$ cat config.mk
export PLATFORM = sky130hd
export DESIGN_NAME = master_bb_flat
export DESIGN_NICKNAME = d
export VERILOG_FILES = /design/src/rtl/bb_pkg.sv /design/src/rtl/master_bb_if.sv /design/src/rtl/bb_req_fifo.sv /design/src/rtl/master_bb.sv /design/src/flat_wrapper.sv
export SDC_FILE = /design/constraint.sdc
export NUM_CORES = 1
export LEC_CHECK = 0
export ABC_AREA = 1
export BUFFER_PORTS_ARGS = -buffer_cell sky130_fd_sc_hd__buf_4
export CAP_MARGIN = 20
export CORE_MARGIN = 3
export CORE_UTILIZATION = 30
export CTS_CLUSTER_DIAMETER = 50
export DETAILED_ROUTE_END_ITERATION = 10
export MAX_ROUTING_LAYER = met4
export SLEW_MARGIN = 20
export SYNTH_ARGS = -nofsm -noshare
export SYNTH_HDL_FRONTEND = slang
export SYNTH_SLANG_ARGS = --single-unit
$ cat constraint.sdc
create_clock -name clk -period 2.3 [get_ports clk]
set_input_delay 0.345 -clock clk [delete_from_list [all_inputs] [get_ports clk]]
set_output_delay 0.345 -clock clk [all_outputs]
set_load 0.01 [all_outputs]
$ cat src/rtl/bb_pkg.sv
// Definitions shared by master_bb and slave_bb: FSM states, mode encoding, error data
// and the request record carried across the inter-group link.
package bb_pkg;
    typedef enum logic [2:0] {
        ST_IDLE,
        ST_REQ,
        ST_ISSUE,
        ST_WAIT,
        ST_RESP
    } bb_state_e;

    localparam logic       MODE_WRITE = 1'b1;
    localparam logic       MODE_READ  = 1'b0;
    localparam logic [7:0] ERR_DATA   = 8'hFF;

    typedef struct packed {
        logic [15:0] addr;
        logic [7:0]  wdata;
        logic        mode;
    } bb_req_t;
endpackage

$ cat src/rtl/master_bb_if.sv
// Local bus seen from the bridge: arbitration handshake, command strobe and slave response.
interface master_bb_if #(
    parameter int ADDR_WIDTH = 16,
    parameter int DATA_WIDTH = 8
) ();
    logic                  breq;
    logic                  bgrant;
    logic [ADDR_WIDTH-1:0] m_address;
    logic [DATA_WIDTH-1:0] m_wdata;
    logic                  m_mode;
    logic                  m_valid;
    logic                  m_rvalid;
    logic [DATA_WIDTH-1:0] m_rdata;

    modport master (
        output breq, m_address, m_wdata, m_mode, m_valid,
        input  bgrant, m_rvalid, m_rdata
    );

    modport slave (
        input  breq, m_address, m_wdata, m_mode, m_valid,
        output bgrant, m_rvalid, m_rdata
    );
endinterface

$ cat src/rtl/bb_req_fifo.sv
// Two-entry first-word-fall-through request queue; the head is always visible on head.
module bb_req_fifo #(
    parameter int WIDTH = 25
) (
    input  logic             clk,
    input  logic             rst,
    input  logic             push,
    input  logic [WIDTH-1:0] din,
    input  logic             pop,
    output logic [WIDTH-1:0] head,
    output logic [1:0]       count
);
    logic [WIDTH-1:0] mem [2];
    logic             wr_ptr;
    logic             rd_ptr;
    logic [1:0]       count_r;

    always_ff @(posedge clk) begin
        if (rst) begin
            wr_ptr  <= 1'b0;
            rd_ptr  <= 1'b0;
            count_r <= 2'd0;
        end else begin
            if (push) wr_ptr <= ~wr_ptr;
            if (pop)  rd_ptr <= ~rd_ptr;
            case ({push, pop})
                2'b10:   count_r <= count_r + 2'd1;
                2'b01:   count_r <= count_r - 2'd1;
                default: count_r <= count_r;
            endcase
        end
    end

    // Storage carries no reset: an entry is only observed once count says it was written.
    always_ff @(posedge clk) begin
        if (push) mem[wr_ptr] <= din;
    end

    assign head  = mem[rd_ptr];
    assign count = count_r;
endmodule

$ cat src/rtl/master_bb.sv
// Master-side bus bridge: queues remote requests, wins the local bus, issues each one
// and returns the slave's response (or an error after a response timeout).
module master_bb
    import bb_pkg::*;
#(
    parameter int ADDR_WIDTH = 16,
    parameter int DATA_WIDTH = 8,
    parameter int TIMEOUT    = 64
) (
    input  logic                  clk,
    input  logic                  rst,
    input  logic [ADDR_WIDTH-1:0] bb_address,
    input  logic [DATA_WIDTH-1:0] bb_wdata,
    input  logic                  bb_mode,
    input  logic                  bb_valid,
    output logic [DATA_WIDTH-1:0] bb_rdata,
    output logic                  bb_rvalid,
    master_bb_if.master           bus,
    output logic                  busy,
    output logic                  overflow,
    output logic                  timeout
);
    localparam int         REQ_W     = ADDR_WIDTH + DATA_WIDTH + 1;
    localparam logic [7:0] TMO_LIMIT = 8'(TIMEOUT);

    bb_state_e             state, state_next;
    logic [REQ_W-1:0]      fifo_din, fifo_head;
    logic [1:0]            fifo_count;
    logic                  push, pop;
    logic [ADDR_WIDTH-1:0] head_addr, cmd_addr;
    logic [DATA_WIDTH-1:0] head_wdata, cmd_wdata, resp_data;
    logic                  head_mode, cmd_mode;
    logic                  err_flag, overflow_r, tmo_hit;
    logic [7:0]            tmo_cnt;

    assign push       = bb_valid && (fifo_count != 2'd2);
    assign fifo_din   = {bb_address, bb_wdata, bb_mode};
    assign head_addr  = fifo_head[REQ_W-1 -: ADDR_WIDTH];
    assign head_wdata = fifo_head[DATA_WIDTH:1];
    assign head_mode  = fifo_head[0];
    assign tmo_hit    = (tmo_cnt + 8'd1) == TMO_LIMIT;

    bb_req_fifo #(.WIDTH(REQ_W)) u_fifo (
        .clk   (clk),
        .rst   (rst),
        .push  (push),
        .din   (fifo_din),
        .pop   (pop),
        .head  (fifo_head),
        .count (fifo_count)
    );

    always_ff @(posedge clk) begin
        if (rst) state <= ST_IDLE;
        else     state <= state_next;
    end

    always_comb begin
        state_next = state;
        pop        = 1'b0;
        case (state)
            ST_IDLE:  if (fifo_count != 2'd0) state_next = ST_REQ;
            ST_REQ:   if (bus.bgrant) state_next = ST_ISSUE;
            ST_ISSUE: begin
                pop        = 1'b1;
                state_next = ST_WAIT;
            end
            ST_WAIT:  if (bus.m_rvalid || tmo_hit) state_next = ST_RESP;
            ST_RESP:  state_next = ST_IDLE;
            default:  state_next = ST_IDLE;
        endcase
    end

    // A slave response in the same cycle as the timeout hit takes priority.
    always_ff @(posedge clk) begin
        if (rst) begin
            cmd_addr   <= '0;
            cmd_wdata  <= '0;
            cmd_mode   <= 1'b0;
            resp_data  <= '0;
            err_flag   <= 1'b0;
            tmo_cnt    <= 8'd0;
            overflow_r <= 1'b0;
        end else begin
            if (bb_valid && (fifo_count == 2'd2)) overflow_r <= 1'b1;
            case (state)
                ST_ISSUE: begin
                    cmd_addr  <= head_addr;
                    cmd_wdata <= head_wdata;
                    cmd_mode  <= head_mode;
                    tmo_cnt   <= 8'd0;
                    err_flag  <= 1'b0;
                end
                ST_WAIT: begin
                    tmo_cnt <= tmo_cnt + 8'd1;
                    if (bus.m_rvalid) begin
                        resp_data <= bus.m_rdata;
                        err_flag  <= 1'b0;
                    end else if (tmo_hit) begin
                        resp_data <= DATA_WIDTH'(ERR_DATA);
                        err_flag  <= 1'b1;
                    end
                end
                default: ;
            endcase
        end
    end

    assign bus.breq      = (state == ST_REQ) || (state == ST_ISSUE) || (state == ST_WAIT);
    assign bus.m_valid   = (state == ST_ISSUE);
    assign bus.m_address = (state == ST_ISSUE) ? head_addr  : cmd_addr;
    assign bus.m_wdata   = (state == ST_ISSUE) ? head_wdata : cmd_wdata;
    assign bus.m_mode    = (state == ST_ISSUE) ? head_mode  : cmd_mode;
    assign bb_rvalid     = (state == ST_RESP);
    assign bb_rdata      = resp_data;
    assign timeout       = (state == ST_RESP) && err_flag;
    assign busy          = (state != ST_IDLE) || (fifo_count != 2'd0);
    assign overflow      = overflow_r;
endmodule

$ cat src/flat_wrapper.sv
// flat-port wrapper written by rule: the top's interface ports become plain ports
module master_bb_flat import bb_pkg::*;
#(
    parameter int ADDR_WIDTH = 16,
    parameter int DATA_WIDTH = 8,
    parameter int TIMEOUT    = 64
)
  (clk, rst, bb_address, bb_wdata, bb_mode, bb_valid, bb_rdata, bb_rvalid, busy, overflow, timeout, bus_breq, bus_m_address, bus_m_wdata, bus_m_mode, bus_m_valid, bus_bgrant, bus_m_rvalid, bus_m_rdata);
  master_bb_if #(.ADDR_WIDTH(ADDR_WIDTH), .DATA_WIDTH(DATA_WIDTH)) bus_i ();
  input  logic clk;
  input  logic rst;
  input  logic [ADDR_WIDTH-1:0] bb_address;
  input  logic [DATA_WIDTH-1:0] bb_wdata;
  input  logic bb_mode;
  input  logic bb_valid;
  output logic [DATA_WIDTH-1:0] bb_rdata;
  output logic bb_rvalid;
  output logic busy;
  output logic overflow;
  output logic timeout;
  output wire logic [$bits(bus_i.breq)-1:0] bus_breq;
  output wire logic [$bits(bus_i.m_address)-1:0] bus_m_address;
  output wire logic [$bits(bus_i.m_wdata)-1:0] bus_m_wdata;
  output wire logic [$bits(bus_i.m_mode)-1:0] bus_m_mode;
  output wire logic [$bits(bus_i.m_valid)-1:0] bus_m_valid;
  input wire logic [$bits(bus_i.bgrant)-1:0] bus_bgrant;
  input wire logic [$bits(bus_i.m_rvalid)-1:0] bus_m_rvalid;
  input wire logic [$bits(bus_i.m_rdata)-1:0] bus_m_rdata;
  assign bus_breq = bus_i.breq;
  assign bus_m_address = bus_i.m_address;
  assign bus_m_wdata = bus_i.m_wdata;
  assign bus_m_mode = bus_i.m_mode;
  assign bus_m_valid = bus_i.m_valid;
  assign bus_i.bgrant = bus_bgrant;
  assign bus_i.m_rvalid = bus_m_rvalid;
  assign bus_i.m_rdata = bus_m_rdata;
  master_bb #(.ADDR_WIDTH(ADDR_WIDTH), .DATA_WIDTH(DATA_WIDTH), .TIMEOUT(TIMEOUT)) u_core (.clk(clk), .rst(rst), .bb_address(bb_address), .bb_wdata(bb_wdata), .bb_mode(bb_mode), .bb_valid(bb_valid), .bb_rdata(bb_rdata), .bb_rvalid(bb_rvalid), .bus(bus_i), .busy(busy), .overflow(overflow), .timeout(timeout));
endmodule
==> results of run 1 <==
[worst max-delay path, cell delays in order, from the launching register on]
cell,delay (ns)
dfxtp_2,0.36
nor2_1,0.06
nand2_1,0.11
inv_1,0.07
buf_6,0.17
or2_2,0.28
o21ai_0,0.13
inv_1,0.08
buf_4,0.15
[flip-flops by register name, indices dropped and copies added (netlist names), named ones only]
name	cells
u_core.u_fifo.mem	50
u_core.state	3
u_core.bb_rdata	8
u_core.cmd_wdata	8
u_core.u_fifo.rd_ptr	1
u_core.tmo_cnt	8
u_core.cmd_mode	1
u_core.u_fifo.wr_ptr	1
u_core.overflow	1
u_core.err_flag	1
u_core.cmd_addr	16
u_core.u_fifo.count	2
[logic make-up (layout without fill, tap and decap cells)]
kind of cell	after synthesis	in the layout
fa+ha+maj	3	3
flops	101	101
simple gates	127	127
buf+inv	69	152
mux	25	25
xor+xnor	1	1
compound gates	63	63
[layer usage]
layer / part of all wire / wire, um / global-route usage / vias to the layer above
li1: - / - / - / 1436
met1: 0.44 / 3690 / 0.147 / 1292
met2: 0.49 / 4120 / 0.208 / 68
met3: 0.059 / 494 / 0.0469 / 6
met4: 0.012 / 100 / 0.0336 / 0
met5: 0 / 0 / - / -
[synth_stat cells (all sizes together)]
master and number:
nand3b 1, edfxtp 50, mux2 25, ha 3
o21ai 40, clkbuf 8, inv 55, and3 1
o21bai 2, dfxtp 51, or2 26, nand3 13
xor2 1, buf 6, nand4 2, nand2 42
a21oi 21, nor2 41, nor3 1
[power breakdown]
part | total, W | leakage (nW) | switching [W] | internal [W]
logic | 0.00181 | 1.24 | 0.000942 | 0.000867
registers | 0.00229 | 0.884 | 0.0000912 | 0.00219
clock network | 0.00141 | 0.135 | 0.000667 | 0.000743
total | 0.00550 | 2.26 | 0.00170 | 0.00380
[final timing paths]
kind / from / end / slack, ns
setup / recovery: u_core.state[0]$_SDFFE_PP0P_ / bus_m_address[5] / 0.20
hold / removal: bb_address[7] / u_core.u_fifo.mem[1][16]$_DFFE_PP_ / 0.18
setup reg to reg: u_core.u_fifo.count[1]$_SDFFE_PP0P_ / u_core.u_fifo.count[1]$_SDFFE_PP0P_ / 0.52
hold reg to reg: u_core.bb_rdata[1]$_SDFFE_PP0P_ / u_core.bb_rdata[1]$_SDFFE_PP0P_ / 0.45
[layout make-up]
class | instances | area share
clock buffers | 10 | 0.0449
multi-input cells | 219 | 0.245
flip-flops and latches | 101 | 0.495
inverters | 55 | 0.0405
repair buffers | 81 | 0.122
well taps | 172 | 0.0422
clock inverters | 6 | 0.0101
[metrics by stage]
step	total power [W]	hold WS (ns)	std cells	utilization	setup WS [ns]
global route	0.00593	0.152	644	0.396	0.00634
floorplan	0.00340	0.435	389	-	0.229
global placement	0.00414	0.438	628	0.374	0.481
finish	0.00550	0.181	644	0.396	0.197
detailed placement	0.00417	0.448	628	0.374	0.458
CTS	0.00561	0.163	644	0.396	0.0633
==> impl_metrics.py, run 1 <==
metrics = {
    "clock_network": {
        "path_clk_slew_ns": 0.07,
        "cts_resized": 0,
        "cts_sinks": 101,
        "cts_hold_buf": 0,
        "ctsRootBufferMaster": "clkbuf_16",
        "cts_buffer_depth": 2,
        "cts_max_level": 3,
        "cts_tree": "built",
        "cts_buffers": 9,
        "clk_latency_ns": 0.34,
        "post_cts_buffers": 0,
    },
    "die": {
        "die_w_um": 122,
        "start_util": 0.314,
        "io-pin-count": 77,
        "core_mm2": 0.0129,
        "die_h_um": 122,
        "dieArea_mm2": 0.0149,
        "row_count": 41,
    },
    "place": {
        "dpl-instance-area_mm2": 0.00481,
        "gp_congestion": 0.724,
        "hpwlAfterDp_mm": 5.43,
        "numPortBuffers": 76,
    },
    "pwr": {
        "peakVddDrop_mv": 0.518,
        "p_leak_nw": 2.26,
        "pwr_density_cell_mw_per_mm2": 1080,
    },
    "yosys": {
        "avgSynthCellArea_um2": 10.4,
        "synth_cells": 389,
        "synth_fp_nets": 430,
        "synth_top_cell_by_area": "edfxtp_1",
        "synth_seq_area_share": 0.625,
        "synth_compound_area_frac": 0.0803,
        "synthAdderAreaFrac": 0.00930,
        "synth_xor_area_frac": 0.00217,
        "synthTopCellsByArea": "edfxtp_1, dfxtp_1, mux2_2",
        "synth_mux_area_frac": 0.0697,
        "synth_top_area_share": 0.372,
        "synth_warnings": 0,
        "synth_cell_types": 27,
        "syn_area_mm2": 0.00404,
        "ys_ff_latch": 101,
        "synthSimpleGateAreaFrac": 0.147,
        "synth_top_family_by_area": "simple AND/OR/NAND/NOR gates",
    },
    "global_route": {
        "grt_pass1_wl_mm": 14.0,
        "overflow": 0,
        "grtUsageTotal": 0.127,
        "grt_pass1_vias": 2901,
        "grt_max_degree": 40,
        "grt_antenna_before_repair": 0,
    },
    "cells_and_area": {
        "fin_nets": 508,
        "insertedDiodeCount": 0,
        "regArea_mm2": 0.00252,
        "layout-drive-gt1-share": 0.333,
        "final_common_cell": "buf_4",
        "multi_input_area_mm2": 0.00125,
        "fillers": 1281,
        "final_area_mm2": 0.00510,
        "area_growth_pct": 26.3,
        "layout_common_cells": "buf_4, inv_1, edfxtp_1",
    },
    "route": {
        "antenna_left": 0,
        "routedWlPerCell_um": 13.1,
        "vias": 2802,
        "drt_wl_total_mm": 8.41,
        "drt_iter0_markers": 146,
        "dr.pass1.iters": 4,
        "drc": 0,
        "routed_via_density": 4.35,
    },
    "critical_path": {
        "path_class": "reg -> out",
        "cp_data_required_time_ns": 1.96,
        "crit_arrival_ns": 1.76,
        "crit_path_max_fanout": 27,
        "crit_path_start_kind": "flop",
        "endpoint_kind": "output port",
        "reg2regPathDepth": 8,
    },
    "outcome": {
        "status": "complete, no violations",
    },
    "timing": {
        "hold_viol_final": 0,
        "setup-tns-final_ns": 0,
        "slew_viol_final": 0,
        "tightestPinTransition_ns": 0.616,
        "slew_headroom": 0.585,
        "setup_violations": 0,
        "period_share": 0.914,
        "rsz0062_at_grt": "no",
        "clock_skew_ns": 0.00411,
        "min_period_ns": 2.10,
        "max_freq_ghz": 0.475,
    },
    "hold_path": {
        "hold_depth": 1,
        "hp-class": "in -> reg",
    },
    "job": {
        "maxCapViolCount": 0,
    },
}
Note: power is estimated with default switching activity, not from simulation.
==> inputs of run 2 (changes only) <==
REMOVE_ABC_BUFFERS = 1   (was default)
==> run 2 against run 1 <==
Against the previous run: first-iteration DRC count is 13% lower; largest power group unchanged; register-to-register slack worse by 0.04 ns; worst hold slack hardly changed; clock power is 4% higher; cell count is 0.31% higher; sequential power hardly changed; via count is 1.5% higher; utilization is 0.11 points higher; wire length is 3.9% higher; clock skew is 0.0083 ns higher; power is 1.3% higher.
==> impl_metrics.py, run 2 (synthesized netlist as in run 1, its figures left out) <==
metrics = {
    "outcome": {
        "status": "complete, no violations",
    },
    "pwr": {
        "peakVddDrop_mv": 0.386,
        "p_switching_w": 0.00176,
        "p_sw_frac": 0.316,
        "p_clk_frac": 0.262,
        "p_int_w": 0.00381,
        "p_seq_frac": 0.410,
        "p_comb_frac": 0.327,
        "p_leak_nw": 2.26,
        "pwr_density_cell_mw_per_mm2": 1090,
    },
    "critical_path": {
        "crit_path_start_kind": "flop",
        "crit_buf_inv": 3,
        "max_stage_delay_ns": 0.37,
        "path_delay_family": "buffers and inverters",
        "slowest_stage": "mux2_2",
        "path_class": "reg -> out",
        "path_common_cell": "buf_4",
        "cp_data_required_time_ns": 1.96,
        "path_cells": "buf_4 > mux2_2 > o21ai_0 > inv_1 > buf_4",
        "crit_path_max_fanout": 18,
        "endpoint_kind": "output port",
        "crit_arrival_ns": 1.83,
    },
    "place": {
        "numPortBuffers": 76,
        "hpwlAfterDp_mm": 5.88,
        "dpl-instance-area_mm2": 0.00482,
        "gp_congestion": 0.748,
    },
    "route": {
        "routedWlPerCell_um": 13.5,
        "vias": 2843,
        "wl_met1_mm": 3.78,
        "wl_met2_mm": 4.47,
        "antenna_left": 0,
        "drc": 0,
        "dr.pass1.iters": 4,
        "routed_via_density": 4.40,
        "drt_wl_total_mm": 8.73,
        "drt_iter0_markers": 127,
        "wl_met3_um": 301,
        "highest_layer": "met4",
    },
    "global_route": {
        "grt_pass1_wl_mm": 13.9,
        "grt_antenna_before_repair": 0,
        "grt_max_degree": 29,
        "grtUsageTotal": 0.125,
        "overflow": 0,
        "grt_pass1_vias": 2945,
    },
    "timing": {
        "hold_viol_final": 0,
        "rsz0062_at_grt": "no",
        "setup-tns-final_ns": 0,
        "setup_violations": 0,
        "slew_viol_final": 0,
        "period_share": 0.947,
        "max_freq_ghz": 0.459,
        "clock_skew_ns": 0.0124,
        "min_period_ns": 2.18,
        "slew_headroom": 0.575,
        "tightestPinTransition_ns": 0.631,
    },
    "clock_network": {
        "ctsRootBufferMaster": "clkbuf_16",
        "path_clk_slew_ns": 0.08,
        "clk_latency_ns": 0.34,
        "cts_tree": "built",
        "post_cts_buffers": 0,
        "cts_buffers": 9,
        "cts_max_level": 3,
        "cts_buffer_depth": 2,
        "cts_sinks": 101,
    },
    "cells_and_area": {
        "area_growth_pct": 26.7,
        "largest_register_ffs": 50,
        "layout_common_cells": "buf_4, inv_1, dfxtp_1, edfxtp_1, nand2_1",
        "layout-drive-gt1-share": 0.335,
        "fin_nets": 510,
        "fillers": 1272,
        "insertedDiodeCount": 0,
        "reg.largest.list": "u_core.u_fifo.mem: 50 flops, u_core.cmd_addr: 16 flops",
        "top_register": "u_core.u_fifo.mem",
        "final_area_mm2": 0.00511,
        "final_common_cell": "buf_4",
    },
    "die": {
        "io-pin-count": 77,
        "core_mm2": 0.0129,
        "die_w_um": 122,
        "die_h_um": 122,
        "dieArea_mm2": 0.0149,
        "row_count": 41,
        "start_util": 0.314,
    },
    "job": {
        "maxCapViolCount": 0,
    },
    "hold_path": {
        "hp-class": "in -> reg",
    },
}
## run 2: cell count changes in the layout (fill, tap and decap cells not counted), moves of 2 or more
| cell | previous run | this run |
|---|---|---|
| buf_4 | 79 | 82 |
| clkinv_2 | 2 | 0 |
| clkinvlp_4 | 1 | 3 |
| o21ai_0 | 35 | 32 |
| o21ai_1 | 5 | 8 |
## run 2: worst register-to-register path, cell delays in order (launching register included)
cell and delay [ns]:
dfxtp_1 0.37, inv_1 0.07, o21ai_0 0.51, ha_1 0.35, inv_1 0.08, nand2_1 0.05, nor2_1 0.12, o21ai_0 0.09
a21oi_1 0.13
## run 2: what timing repair did
item | in CTS | in global routing
hold endpoints to repair | 0 | 0
hold buffers | 0 | 0
setup endpoints to repair | 0 | 5
gates resized for setup | 0 | 5
## run 2: final cells by class
cell class | instances | area [um^2] | area share
clock buffers | 9 | 225 | 0.0440
clock inverters | 7 | 67.6 | 0.0132
repair buffers | 83 | 627 | 0.123
inverters | 55 | 206 | 0.0404
flip-flops and latches | 101 | 2520 | 0.493
multi-input cells | 219 | 1250 | 0.244
well taps | 172 | 215 | 0.0421
## run 2: per-stage QoR
stage	util	hold slack, ns	power (W)	worst slack (ns)	instances
floorplan	-	0.414	0.00335	0.229	375
global placement	0.374	0.440	0.00412	0.503	630
detailed placement	0.374	0.444	0.00416	0.474	630
CTS	0.397	0.167	0.00564	0.0898	646
global route	0.397	0.158	0.00595	0.00489	646
finish	0.397	0.181	0.00558	0.122	646
## run 2: worst paths after layout
check	start	end	slack, ns	cells after the start
setup / recovery	flop	bus_m_address[6]	0.12	5
hold / removal	bb_address[10]	u_core.u_fifo.mem[1][19]$_DFFE_PP_	0.18	1
setup reg to reg	u_core.u_fifo.count[1]$_SDFFE_PP0P_	u_core.u_fifo.count[1]$_SDFFE_PP0P_	0.48	8
hold reg to reg	u_core.bb_rdata[4]$_SDFFE_PP0P_	u_core.bb_rdata[4]$_SDFFE_PP0P_	0.45	2
## run 2: layer usage
metal,up-vias,global-route usage
li1,1430,-
met1,1350,0.144
met2,49,0.209
met3,14,0.0274
met4,0,0.0532
met5,-,-
## run 2: power groups by stage
stage | clock network (W) | registers (W) | logic (W)
3_5_place_dp | 0 | 0.00233 | 0.00184
4_1_cts | 0.00151 | 0.00229 | 0.00185
6_report | 0.00146 | 0.00229 | 0.00183
5_1_grt | 0.00159 | 0.00232 | 0.00203
2_1_floorplan | 0 | 0.00235 | 0.00101
3_3_place_gp | 0 | 0.00231 | 0.00181
==> inputs of run 3 (changes only) <==
SYNTH_HIERARCHICAL = 1   (was default)
==> run 3 against run 2 <==
Against the previous run: fmax rose by 0.18%; count of clock-buffer cells in the layout rose by 3; non-clock buffer count fell by 2; combinational power barely moved; clock skew fell by 0.0045 ns; largest cell class unchanged; largest power group unchanged; sequential share of layout area fell by 1.5 points; critical path type unchanged; clock power barely moved; highest routed layer unchanged; die area rose by 4.8%.
==> impl_metrics.py, run 3 <==
metrics = {
    "outcome": {
        "status": "complete, no violations",
    },
    "die": {
        "io-pin-count": 77,
        "row_count": 42,
        "start_util": 0.313,
        "dieArea_mm2": 0.0156,
        "core_mm2": 0.0136,
        "die_w_um": 125,
        "die_h_um": 125,
    },
    "cells_and_area": {
        "insertedDiodeCount": 0,
        "final_common_cell": "buf_4",
        "largest_register_ffs": 50,
        "top_register": "u_core/u_fifo/mem",
        "fillers": 1326,
        "final-instance-count-excl-fill": 672,
        "layout-drive-gt1-share": 0.325,
        "fin_nets": 532,
        "area_growth_pct": 24.6,
        "layout_common_cells": "buf_4, inv_1, nor2_1",
        "reg.largest.list": "u_core/u_fifo/mem: 50 flops, u_core/cmd_addr: 16 flops",
    },
    "timing": {
        "setup-tns-final_ns": 0,
        "hold_viol_final": 0,
        "tightestPinTransition_ns": 0.544,
        "max_freq_ghz": 0.460,
        "clock_skew_ns": 0.00792,
        "slew_viol_final": 0,
        "min_period_ns": 2.17,
        "rsz0062_at_grt": "yes",
        "period_share": 0.945,
        "slew_headroom": 0.637,
        "setup_violations": 0,
    },
    "yosys": {
        "synthTopCellsByArea": "edfxtp_1, dfxtp_1, mux2_4",
        "synth_cells": 412,
        "avgSynthCellArea_um2": 10.3,
        "synth_seq_area_share": 0.595,
        "ys_async_sr_fraction": 0,
        "synth-edff-count": 50,
        "ys_ff_latch": 101,
        "synth_top_area_share": 0.354,
        "synth_warnings": 6,
        "synth_cell_types": 31,
        "syn_area_mm2": 0.00424,
        "synth_top_cell_by_area": "edfxtp_1",
        "yosysMostFrequentCell": "inv_1",
        "synth_flop_cell": "dfxtp_1",
        "synth_common_cells": "inv_1, nor2_1, dfxtp_1",
    },
    "clock_network": {
        "cts_tree": "built",
        "cts_buffers": 9,
        "ctsRootBufferMaster": "clkbuf_16",
        "clk_latency_ns": 0.34,
        "cts_sinks": 101,
        "path_clk_slew_ns": 0.07,
        "cts_max_level": 3,
        "cts_buffer_depth": 2,
        "cts_hold_buf": 0,
        "post_cts_buffers": 0,
    },
    "job": {
        "maxCapViolCount": 0,
    },
    "route": {
        "routedWlPerCell_um": 13.0,
        "antenna_left": 0,
        "vias": 2980,
        "routed_via_density": 4.43,
        "drt_wl_total_mm": 8.72,
        "drt_iter0_markers": 144,
        "drc": 0,
        "dr.pass1.iters": 4,
    },
    "global_route": {
        "overflow": 0,
        "grt_pass1_wl_mm": 14.1,
        "grt_antenna_before_repair": 0,
        "grt_max_degree": 48,
        "grtUsageTotal": 0.116,
        "grt_pass1_vias": 2883,
    },
    "pwr": {
        "p_leak_nw": 2.51,
        "pwr_density_cell_mw_per_mm2": 1040,
        "p_total_w": 0.00552,
        "peakVddDrop_mv": 0.601,
    },
    "critical_path": {
        "ff2ff_setup_slack_ns": 0.59,
        "crit_path_max_fanout": 21,
        "rr_startpoint": "u_core/u_fifo/count[0]$_SDFFE_PP0P_",
        "endpoint_kind": "output port",
        "crit_path_end": "bus_m_address[2]",
        "crit_arrival_ns": 1.83,
        "path_class": "reg -> out",
        "crit_path_start_kind": "flop",
        "reg2reg_to": "u_core/u_fifo/mem[0][10]$_DFFE_PP_",
        "crit_start": "u_core/state[2]$_SDFFE_PP0P_",
        "cp_data_required_time_ns": 1.96,
        "reg2regPathDepth": 5,
    },
    "place": {
        "hpwlAfterDp_mm": 5.78,
        "gp_congestion": 0.819,
        "numPortBuffers": 76,
        "placedCellCount": 656,
    },
    "hold_path": {
        "hp-class": "in -> reg",
    },
}
-- run 3: cell types whose count changed in the layout (fill, tap and decap cells not counted), moves of 3 or more --
cell and change:
mux2_2 -20, nand3_1 +3, nor2_1 +20, inv_2 +3
mux2_4 +20, o21ai_0 -12, inv_1 +9, a21oi_1 -10
o21ai_1 +8
-- run 3: through the flow --
step | worst slack [ns] | utilization | instance area (um^2) | hold WS, ns
finish | 0.126 | 0.390 | 5290 | 0.182
global route | -0.0171 | 0.390 | 5290 | 0.163
CTS | 0.0201 | 0.389 | 5280 | 0.169
detailed placement | 0.408 | 0.368 | 4990 | 0.456
global placement | 0.414 | 0.368 | 4990 | 0.451
floorplan | 0.0711 | - | 4140 | 0.414
-- run 3: cells by family (layout without fill, tap and decap cells) --
| logic type | after synthesis | after routing | share of synthesized area |
|---|---|---|---|
| fa+ha+maj | 3 | 3 | 0.00885 |
| buf+inv | 80 | 164 | 0.0826 |
| xor+xnor | 1 | 1 | 0.00206 |
| flops | 101 | 101 | 0.595 |
| simple gates | 150 | 150 | 0.164 |
| compound gates | 52 | 52 | 0.0640 |
| mux | 25 | 25 | 0.0840 |
-- run 3: what timing repair did --
action | 4_1_cts | 5_1_grt
endpoints found under the setup margin | 0 | 20
gates resized for setup | 0 | 11
hold endpoints to repair | 0 | 0
-- run 3: layout make-up --
cell class / count / area (um^2) / area share
multi-input cells: 231 / 1380 / 0.261
repair buffers: 81 / 621 / 0.117
clock inverters: 4 / 30.0 / 0.00568
flip-flops and latches: 101 / 2530 / 0.478
clock buffers: 12 / 256 / 0.0485
inverters: 67 / 251 / 0.0476
well taps: 176 / 220 / 0.0417
-- run 3: critical path, cell delays in order, from the launching register on --
cell and delay (ns):
dfxtp_2 0.36, nor2_1 0.13, inv_2 0.07, nor2_4 0.15
inv_2 0.09, buf_4 0.23, o21ai_0 0.24, inv_1 0.06
buf_4 0.14
-- run 3: power by group --
part,leakage (nW),switching [W],internal [W]
clock,0.140,0.000643,0.000799
sequential,0.883,0.000104,0.00216
combinational,1.48,0.000936,0.000878
total,2.51,0.00168,0.00384
-- run 3: how the worst min path moves through the flow --
stage                               startpoint                            endpoint  slack (ns)  cells past startpoint
2_1_floorplan                              rst        u_core/overflow$_SDFFE_PP0P_        0.41                      1
3_3_place_gp   u_core/bb_rdata[0]$_SDFFE_PP0P_     u_core/bb_rdata[0]$_SDFFE_PP0P_        0.45                      2
3_5_place_dp   u_core/bb_rdata[1]$_SDFFE_PP0P_     u_core/bb_rdata[1]$_SDFFE_PP0P_        0.46                      2
4_1_cts                         bb_address[12]  u_core/u_fifo/mem[1][21]$_DFFE_PP_        0.17                      1
5_1_grt                         bb_address[12]  u_core/u_fifo/mem[1][21]$_DFFE_PP_        0.16                      1
6_report                        bb_address[12]  u_core/u_fifo/mem[0][21]$_DFFE_PP_        0.18                      1
-- run 3: routing by layer --
metal	part of all wire	routed length, um	vias to the layer above	global-route usage
met5	0	0	-	-
met4	0.0083	72	0	0.0210
met3	0.072	626	10	0.0463
met2	0.45	3950	86	0.183
met1	0.47	4070	1396	0.142
li1	-	-	1488	-
